--- config.mk ---
export PLATFORM = sky130hd
export DESIGN_NAME = cpu_mem_responder_flat
export DESIGN_NICKNAME = d
export VERILOG_FILES = /design/src/rtl/cpu_mem_if.sv /design/src/rtl/cpu_mem_responder.sv /design/src/flat_wrapper.sv
export SDC_FILE = /design/constraint.sdc
export NUM_CORES = 2
export LEC_CHECK = 0
export ABC_AREA = 1
export CAP_MARGIN = 10
export CORE_ASPECT_RATIO = 1.5
export CORE_MARGIN = 2
export CORE_UTILIZATION = 48
export CTS_BUF_LIST = sky130_fd_sc_hd__clkbuf_4 sky130_fd_sc_hd__clkbuf_8 sky130_fd_sc_hd__clkbuf_16
export DETAILED_ROUTE_END_ITERATION = 10
export HOLD_SLACK_MARGIN = 0.12
export MAX_ROUTING_LAYER = met4
export PLACE_DENSITY = 0.63
export SLEW_MARGIN = 25
export SYNTH_ARGS = -nofsm -noshare
export SYNTH_HDL_FRONTEND = slang
export SYNTH_SLANG_ARGS = --single-unit
export TNS_END_PERCENT = 50
--- constraint.sdc ---
create_clock -name clk -period 14.3 [get_ports clk]
set_clock_uncertainty 0.15 [all_clocks]
set_input_delay 4.29 -clock clk [delete_from_list [all_inputs] [get_ports clk]]
set_output_delay 4.29 -clock clk [all_outputs]
set_load 0.005 [all_outputs]
--- src/rtl/cpu_mem_if.sv ---
// CPU-to-memory request/acknowledge bus: the CPU holds a request until it sees
// a one-cycle ack carrying the read data and the out-of-range flag.
interface cpu_mem_if;
    logic       req;
    logic       we;
    logic [7:0] addr;
    logic [7:0] wdata;
    logic       ack;
    logic [7:0] rdata;
    logic       err;

    modport master (output req, we, addr, wdata, input ack, rdata, err);
    modport slave  (input req, we, addr, wdata, output ack, rdata, err);
endinterface

--- src/rtl/cpu_mem_responder.sv ---
// Wait-state memory responder: latches a CPU request, waits WAIT_CYCLES, then
// completes it with a one-cycle ack. Storage is not reset and survives rst.
module cpu_mem_responder #(
    parameter int DEPTH       = 256,
    parameter int WAIT_CYCLES = 1
) (
    input  logic       clk,
    input  logic       rst,
    cpu_mem_if.slave   bus
);
    localparam int AW = (DEPTH > 1) ? $clog2(DEPTH) : 1;

    typedef enum logic [1:0] {
        IDLE  = 2'd0,
        WAIT  = 2'd1,
        ACK   = 2'd2
    } state_t;

    state_t      state_r, state_nx_s;
    logic [3:0]  cnt_r, cnt_nx_s;
    logic        latch_s, go_ack_s;
    logic        we_r;
    logic [7:0]  addr_r, wdata_r;
    logic        acc_we_s;
    logic [7:0]  acc_addr_s, acc_wdata_s;
    logic        in_range_s;
    logic [AW-1:0] idx_s;
    logic        ack_r, err_r;
    logic [7:0]  rdata_r;
    logic [7:0]  mem_r [DEPTH];

    // State register, wait counter and latched request fields
    always_ff @(posedge clk or posedge rst) begin
        if (rst) begin
            state_r <= IDLE;
            cnt_r   <= 4'd0;
            we_r    <= 1'b0;
            addr_r  <= 8'h00;
            wdata_r <= 8'h00;
        end else begin
            state_r <= state_nx_s;
            cnt_r   <= cnt_nx_s;
            if (latch_s) begin
                we_r    <= bus.we;
                addr_r  <= bus.addr;
                wdata_r <= bus.wdata;
            end
        end
    end

    // Next-state logic; go_ack_s marks the edge that enters ACK
    always_comb begin
        state_nx_s = state_r;
        cnt_nx_s   = cnt_r;
        latch_s    = 1'b0;
        go_ack_s   = 1'b0;
        case (state_r)
            IDLE: begin
                if (bus.req) begin
                    latch_s  = 1'b1;
                    cnt_nx_s = 4'(WAIT_CYCLES);
                    if (WAIT_CYCLES == 0) begin
                        state_nx_s = ACK;
                        go_ack_s   = 1'b1;
                    end else begin
                        state_nx_s = WAIT;
                    end
                end else begin
                    state_nx_s = IDLE;
                end
            end
            WAIT: begin
                if (cnt_r == 4'd1) begin
                    state_nx_s = ACK;
                    cnt_nx_s   = 4'd0;
                    go_ack_s   = 1'b1;
                end else begin
                    cnt_nx_s   = cnt_r - 4'd1;
                end
            end
            ACK:     state_nx_s = IDLE;
            default: state_nx_s = IDLE;
        endcase
    end

    // With zero wait states ACK is entered straight from IDLE, before the latch holds the request
    always_comb begin
        if (state_r == IDLE) begin
            acc_we_s    = bus.we;
            acc_addr_s  = bus.addr;
            acc_wdata_s = bus.wdata;
        end else begin
            acc_we_s    = we_r;
            acc_addr_s  = addr_r;
            acc_wdata_s = wdata_r;
        end
        in_range_s = ({1'b0, acc_addr_s} < 9'(DEPTH));
        idx_s      = acc_addr_s[AW-1:0];
    end

    // Storage write; gated by rst so an aborted transfer never lands
    always_ff @(posedge clk) begin
        if (go_ack_s && acc_we_s && in_range_s && !rst) begin
            mem_r[idx_s] <= acc_wdata_s;
        end
    end

    // Registered response: ack, err and rdata are non-zero only in the ack cycle
    always_ff @(posedge clk or posedge rst) begin
        if (rst) begin
            ack_r   <= 1'b0;
            err_r   <= 1'b0;
            rdata_r <= 8'h00;
        end else if (go_ack_s) begin
            ack_r   <= 1'b1;
            err_r   <= !in_range_s;
            rdata_r <= (in_range_s && !acc_we_s) ? mem_r[idx_s] : 8'h00;
        end else begin
            ack_r   <= 1'b0;
            err_r   <= 1'b0;
            rdata_r <= 8'h00;
        end
    end

    assign bus.ack   = ack_r;
    assign bus.err   = err_r;
    assign bus.rdata = rdata_r;
endmodule
--- src/flat_wrapper.sv ---
// flat-port wrapper written by rule: the top's interface ports become plain ports
module cpu_mem_responder_flat 
#(
    parameter int DEPTH       = 256,
    parameter int WAIT_CYCLES = 1
)
  (clk, rst, bus_req, bus_we, bus_addr, bus_wdata, bus_ack, bus_rdata, bus_err);
  cpu_mem_if bus_i ();
  input  logic clk;
  input  logic rst;
  input wire logic [$bits(bus_i.req)-1:0] bus_req;
  input wire logic [$bits(bus_i.we)-1:0] bus_we;
  input wire logic [$bits(bus_i.addr)-1:0] bus_addr;
  input wire logic [$bits(bus_i.wdata)-1:0] bus_wdata;
  output wire logic [$bits(bus_i.ack)-1:0] bus_ack;
  output wire logic [$bits(bus_i.rdata)-1:0] bus_rdata;
  output wire logic [$bits(bus_i.err)-1:0] bus_err;
  assign bus_i.req = bus_req;
  assign bus_i.we = bus_we;
  assign bus_i.addr = bus_addr;
  assign bus_i.wdata = bus_wdata;
  assign bus_ack = bus_i.ack;
  assign bus_rdata = bus_i.rdata;
  assign bus_err = bus_i.err;
  cpu_mem_responder #(.DEPTH(DEPTH), .WAIT_CYCLES(WAIT_CYCLES)) u_core (.clk(clk), .rst(rst), .bus(bus_i));
endmodule
# Word level (Yosys, flattened, before mapping)
# Memory sizes are Yosys's and may differ from the RTL's.
# Index checks and enable logic that the tools add are counted.
[word_totals] elab_cells=37 mem_bits_ro=0 latch_bits=0 regBits=32 n_memories=1 ramBits=2048
[classes] shifts=0 order_cmp=0 mul=0 muxes=18 add_sub_neg=1 n_eq_ne=4 n_div=0 n_reduce_logical=6 bitwise_logic=0
[mem_list] memory="u_core.mem_r" depth=256 width=8 read_ports=1 rd_ports_with_merged_regs=0 wr=1 line_no="cpu_mem_responder.sv:30" rtl="logic [7:0] mem_r [DEPTH];"
[ops] op="$mux W8" n=4
[ops] op="$mux W1" n=9
[ops] op="$mux W4" n=2
[ops] op="$pmux W4 S2" n=1
[ops] op="$eq A4 B1 Y1 const B" n=1
[ops] op="$pmux W2 S2" n=1
[ops] op="$sub A4 B1 Y4 const B" n=1
[ops] op="$eq A2 B1 Y1 const B" n=1
[ops] op="$logic_and A1 B1 Y1" n=2
[ops] op="$logic_not A2 Y1" n=1
[ops] op="$mux W2" n=1
[ops] op="$ne A2 B1 Y1 const B" n=1
[ops] op="$ne A2 B2 Y1 const B" n=1
[ops] op="$reduce_and A2 Y1" n=1
[ops] op="$reduce_bool A2 Y1" n=1
[ops] op="$logic_not A1 Y1" n=1

# Depth between registers and ports, before layout
[depth] word_depth=7 ltp_mapped=21 depth_no_buf=17

# Worst setup path after synthesis
# No wires, ideal clock.
[synth_path] path_type="input to register" from="in bus_wdata[2]" to="mem u_core.mem_r[0][2] (data pin)" setup_slack_ps=-2274 t_arrival_ps=14235 setup_time_ps=2189 stages=2 path_cell_list="inv_1 o21ai_0"
[synth_between] elab_chain_len=1
[synth_rtl] item="start: declaration" line_no="flat_wrapper.sv:14" rtl="input wire logic [$bits(bus_i.wdata)-1:0] bus_wdata;"
[synth_rtl] item="$mux W8" line_no="cpu_mem_responder.sv:88" rtl="if (state_r == IDLE) begin"
[synth_rtl] item="named net u_core.acc_wdata_s[2]" line_no="cpu_mem_responder.sv:25" rtl="logic [7:0] acc_addr_s, acc_wdata_s;"
[synth_rtl] item="end: declaration" line_no="cpu_mem_responder.sv:30"
# The timed path passes the listed nets, and every way through them passes these cells.

# Worst setup path after layout
[layout_path] from="in bus_addr[0]" to="mem u_core.mem_r[83][3], enable pin"
[layout_between] elab_chain_len=1
[layout_rtl] item="start: declaration" line_no="flat_wrapper.sv:13" rtl="input wire logic [$bits(bus_i.addr)-1:0] bus_addr;"
[layout_rtl] item="$mux W8" line_no="cpu_mem_responder.sv:88"
# Every way passes these cells.

==> results.md <==
Synthesis:
- The cell count after synthesis came out at 8621.
- In this run, synthesis produced a sequential element count of 2080.
- After synthesis the cells add up to 88900 µm².
- The average instance in the mapped netlist occupies 10.3 µm².
- Among all flip-flop cells after synthesis, the most frequent one is sky130_fd_sc_hd__edfxtp_1.
- In the synthesized netlist the async set-or-reset flop fraction comes to 1.54%.
- The sequential area share after synthesis is 70.1%.
- The count of unique library cells instantiated by Yosys is 30.
- The post-synthesis net count is 8643.
- The count of synthesis-stage warnings from yosys is 0.
- In this run, synthesis inferred 2048 flip-flops with an integrated enable.

GRT:
- The total routing usage reported by global routing is 27.2%.
- The number of antenna violations at the first check in global routing is 6.
- The total overflow left after global routing is 0.
- The number of global-route vias before repair is 57200.
- Entering global routing, the biggest net connects 231 pins.
- The first global-routing pass estimated 370000 µm of wire.

Critical path:
- The endpoint identified for the worst register-to-register timing path is u_core.mem_r[83][3].
- The largest single stage delay on the critical path is roughly 0.61 ns.
- The worst endpoint required time is roughly 15 ns.
- The worst register-to-register path begins at u_core.state_r[1].
- The top fanout value on the critical path is 78.
- In this run the worst setup path begins at bus_addr[0].
- Setup slack on the worst reg-to-reg path comes out at 8.89 ns.
- The number of cells on the worst reg-to-reg path is 11.
- The start-to-end type of the worst setup path is primary input to flop.
- The nature of the critical path startpoint is a primary input.
- The slowest stage of the critical path is the sky130_fd_sc_hd__nor2_2 cell.
- For the worst setup path, the data arrival time is 9.00 ns.
- STA classifies the critical path endpoint as a flop.
- The critical path goes through clkdlybuf4s50_1 > inv_1 > nand2_2 > nand2_8 > nor2_2 > buf_4 > inv_2 > nor2_1 > nand2_2 > buf_4 > nor2_1.
- The endpoint of the most critical setup path is u_core.mem_r[83][3].

Die:
- The chip width is 355 µm.
- The die covers ~190000 µm².
- The core region is 184000 µm².
- The count of pins on the block boundary is 30.
- The height of the chip is 531 µm.
- The cell row count is roughly 190.
- The initial cell density of the core is 48.2%.

Power:
- For this design the ratio of total power to cell area is about 230 nW/µm².
- Across the VDD grid, the largest voltage drop is 0.453 mV.
- Summed over all cells, the static leakage comes to 0.0387 µW.

Finish:
- The core utilization of the finished layout is 52.7%.
- In the final layout, the share of cells above drive strength 1 is 5.59%.
- The final instance count without filler cells is 11100.
- The final-stage net count is 8535.
- After filler insertion, the fill cell instance count of the layout stands at 16200.
- The area growth from synthesis to layout is 9.34%.
- The final instance area is a little under 100000 µm².

Clock tree:
- The TritonCTS clock tree is done.
- The number of buffers created by CTS is ~190.
- The root buffer cell chosen for the clock tree is sky130_fd_sc_hd__clkbuf_16.
- The buffers inserted during post-CTS setup optimization is 0.
- Counting along the longest clock path gives a buffer depth of 4.
- The post-CTS clock slew at the launch and capture registers of the worst setup and hold paths is 0.07 ns.
- The TritonCTS sink count is 2080.
- Post-CTS repair changed the size of 0 cells.
- The clock insertion delay at the later pin of the skew report is roughly 0.84 ns.
- After clock tree synthesis, the flow added hold-fix buffers numbering 0.
- The H-tree level count is 4.

Routing:
- The count of nets left with antenna violations once routing finished came out at 0.
- The first-pass detailed-route iteration total is 6.
- The average wire per standard cell is 22.7 µm.
- After detailed routing, the number of vias per cell comes to 5.34.
- The post-detailed-routing wire length is between 200000 and 300000 µm.
- For this block, the initial DRC count from the detailed router was 6947.
- The remaining routing DRC violations is 0.
- The via count of the routed design is 59300.

Run status:
- The flow ran to the end, and the final reports show no timing, DRC or antenna violations.

Timing:
- In the finished design, the share of the clock period the worst path needs comes to approximately three fifths.
- The slew at the pin closest to its max-slew limit is roughly 1.1 ns.
- The number of hold violations in the final report is 0.
- The worst hold-check slack is 0.344 ns.
- For the finished layout, the period the worst path requires is 8.70 ns.
- The achievable frequency is between 100 and 150 MHz.
- The worst pin sits at a relative slew slack of 25.1%.
- Setup repair after global routing left no endpoint under its margin.
- The final number of max-transition violations is 0.
- After routing, the total negative slack on setup checks comes to 0 ns.
- The setup violation total in the final timing report is 0.

Placement:
- The wire-length estimate of the detail-placed layout is 145000 µm.
- The post-detailed-placement cell area is about 91000 µm².
- The cell count after placement is 10800.
- The congestion estimate from routability-driven global placement came to 0.910.
- In this run the tool buffered the top-level ports with 28 buffer cells.

Min path:
- The path type of the worst min-delay path is flop to flop.

Flow run:
- The number of violations of the max-capacitance limit is 0.
[per-stage QoR]
step / setup WS [ns] / power [µW]
after floorplan: -2.27 / 14800
after global placement: 4.91 / 17700
after detailed placement: 4.77 / 17800
after CTS: 5.67 / 22800
after global routing: 5.48 / 23800
final: 5.60 / 22800
[worst min path at each step]
stage / start / endpoint / slack (ns) / depth (start not counted)
3_5_place_dp: u_core.wdata_r[3] / u_core.wdata_r[3] / 0.33 / 2
4_1_cts: u_core.wdata_r[3] / u_core.wdata_r[3] / 0.35 / 2
2_1_floorplan: u_core.wdata_r[2] / u_core.wdata_r[2] / 0.30 / 2
3_3_place_gp: u_core.wdata_r[6] / u_core.wdata_r[6] / 0.32 / 2
6_report: u_core.wdata_r[6] / u_core.wdata_r[6] / 0.34 / 2
5_1_grt: u_core.wdata_r[6] / u_core.wdata_r[6] / 0.38 / 2
[cells in the mapped netlist (7+ instances only)]
| cell type | n | area share, % |
|---|---|---|
| sky130_fd_sc_hd__nand2_1 | 2989 | 13 |
| sky130_fd_sc_hd__edfxtp_1 | 2048 | 69 |
| sky130_fd_sc_hd__nor2_1 | 1134 | 4.8 |
| sky130_fd_sc_hd__inv_1 | 930 | 3.9 |
| sky130_fd_sc_hd__o21ai_0 | 616 | 3.5 |
| sky130_fd_sc_hd__o21ai_1 | 248 | 1.4 |
| sky130_fd_sc_hd__buf_2 | 192 | 1.1 |
| sky130_fd_sc_hd__clkbuf_1 | 142 | 0.60 |
| sky130_fd_sc_hd__nand3_1 | 98 | 0.55 |
| sky130_fd_sc_hd__buf_4 | 43 | 0.36 |
| sky130_fd_sc_hd__or2_2 | 36 | 0.25 |
| sky130_fd_sc_hd__dfrtp_1 | 32 | 0.90 |
| sky130_fd_sc_hd__buf_1 | 29 | 0.12 |
| sky130_fd_sc_hd__buf_6 | 18 | 0.23 |
| sky130_fd_sc_hd__inv_2 | 13 | 0.055 |
| sky130_fd_sc_hd__nand3b_1 | 8 | 0.068 |
| sky130_fd_sc_hd__nor2_2 | 7 | 0.049 |
[routing by layer]
| layer | vias to the layer above | global-route usage, % | wire length, µm |
|---|---|---|---|
| met1 | 28600 | 33.7 | 97500 |
| met4 | 0 | 12.6 | 13300 |
| met3 | 547 | 3.16 | 18300 |
| met2 | 2503 | 44.9 | 123000 |
| met5 | - | - | 0 |
| li1 | 27600 | - | - |
[flip-flops by register name (all words and copies together) (netlist names)]
| name | cells |
|---|---|
| u_core.state_r | 2 |
| u_core.addr_r | 8 |
| u_core.bus.ack | 1 |
| u_core.cnt_r | 4 |
| u_core.bus.rdata | 8 |
| u_core.mem_r | 2048 |
| u_core.wdata_r | 8 |
| u_core.we_r | 1 |
[critical path, delay by kind of cell]
kind	cells	cell delay, ns
buffers and inverters	5	1.87
AND/OR/NAND/NOR	6	2.73
[report_power, final]
| group | internal [µW] | switching [µW] | total [µW] |
|---|---|---|---|
| Sequential | 8040 | 33.6 | 8070 |
| Clock | 2800 | 2220 | 5030 |
| Combinational | 1950 | 7750 | 9710 |
[placed cells by master (no fill, tap or decap), drive strengths merged, types with 28 or more instances in the layout]
cell,n
or2,36
clkdlybuf4s50,28
clkinv,90
o21ai,868
dfrtp,32
clkbuf,234
inv,945
nand3,98
buf,97
nand2,2996
nor2,1144
edfxtp,2048
[cell type report]
class | instances | area, µm² | share of cell area (%)
flip-flops and latches | 2080 | 62300 | 64.1
multi-input cells | 5164 | 21100 | 21.7
clock buffers | 234 | 5170 | 5.32
inverters | 949 | 3560 | 3.67
well taps | 2437 | 3050 | 3.14
repair buffers | 125 | 1170 | 1.20
clock inverters | 106 | 836 | 0.860
diodes | 3 | 7.51 | 0.00773
[cell families (layout without fill, tap and decap cells)]
kind of cell | after synthesis | in the layout | synth area share [%]
and+or+nand+nor | 4282 | 4282 | 18.4
adders and majority gates | 2 | 2 | 0.0282
buffers and inverters | 1377 | 1414 | 6.43
xor gates and xnor gates | 2 | 2 | 0.0197
other | 1 | 4 | 0.00422
DFF | 2080 | 2080 | 70.1
AOI/OAI and AO/OA | 877 | 877 | 4.97
Power figures use the tool's default switching activity.
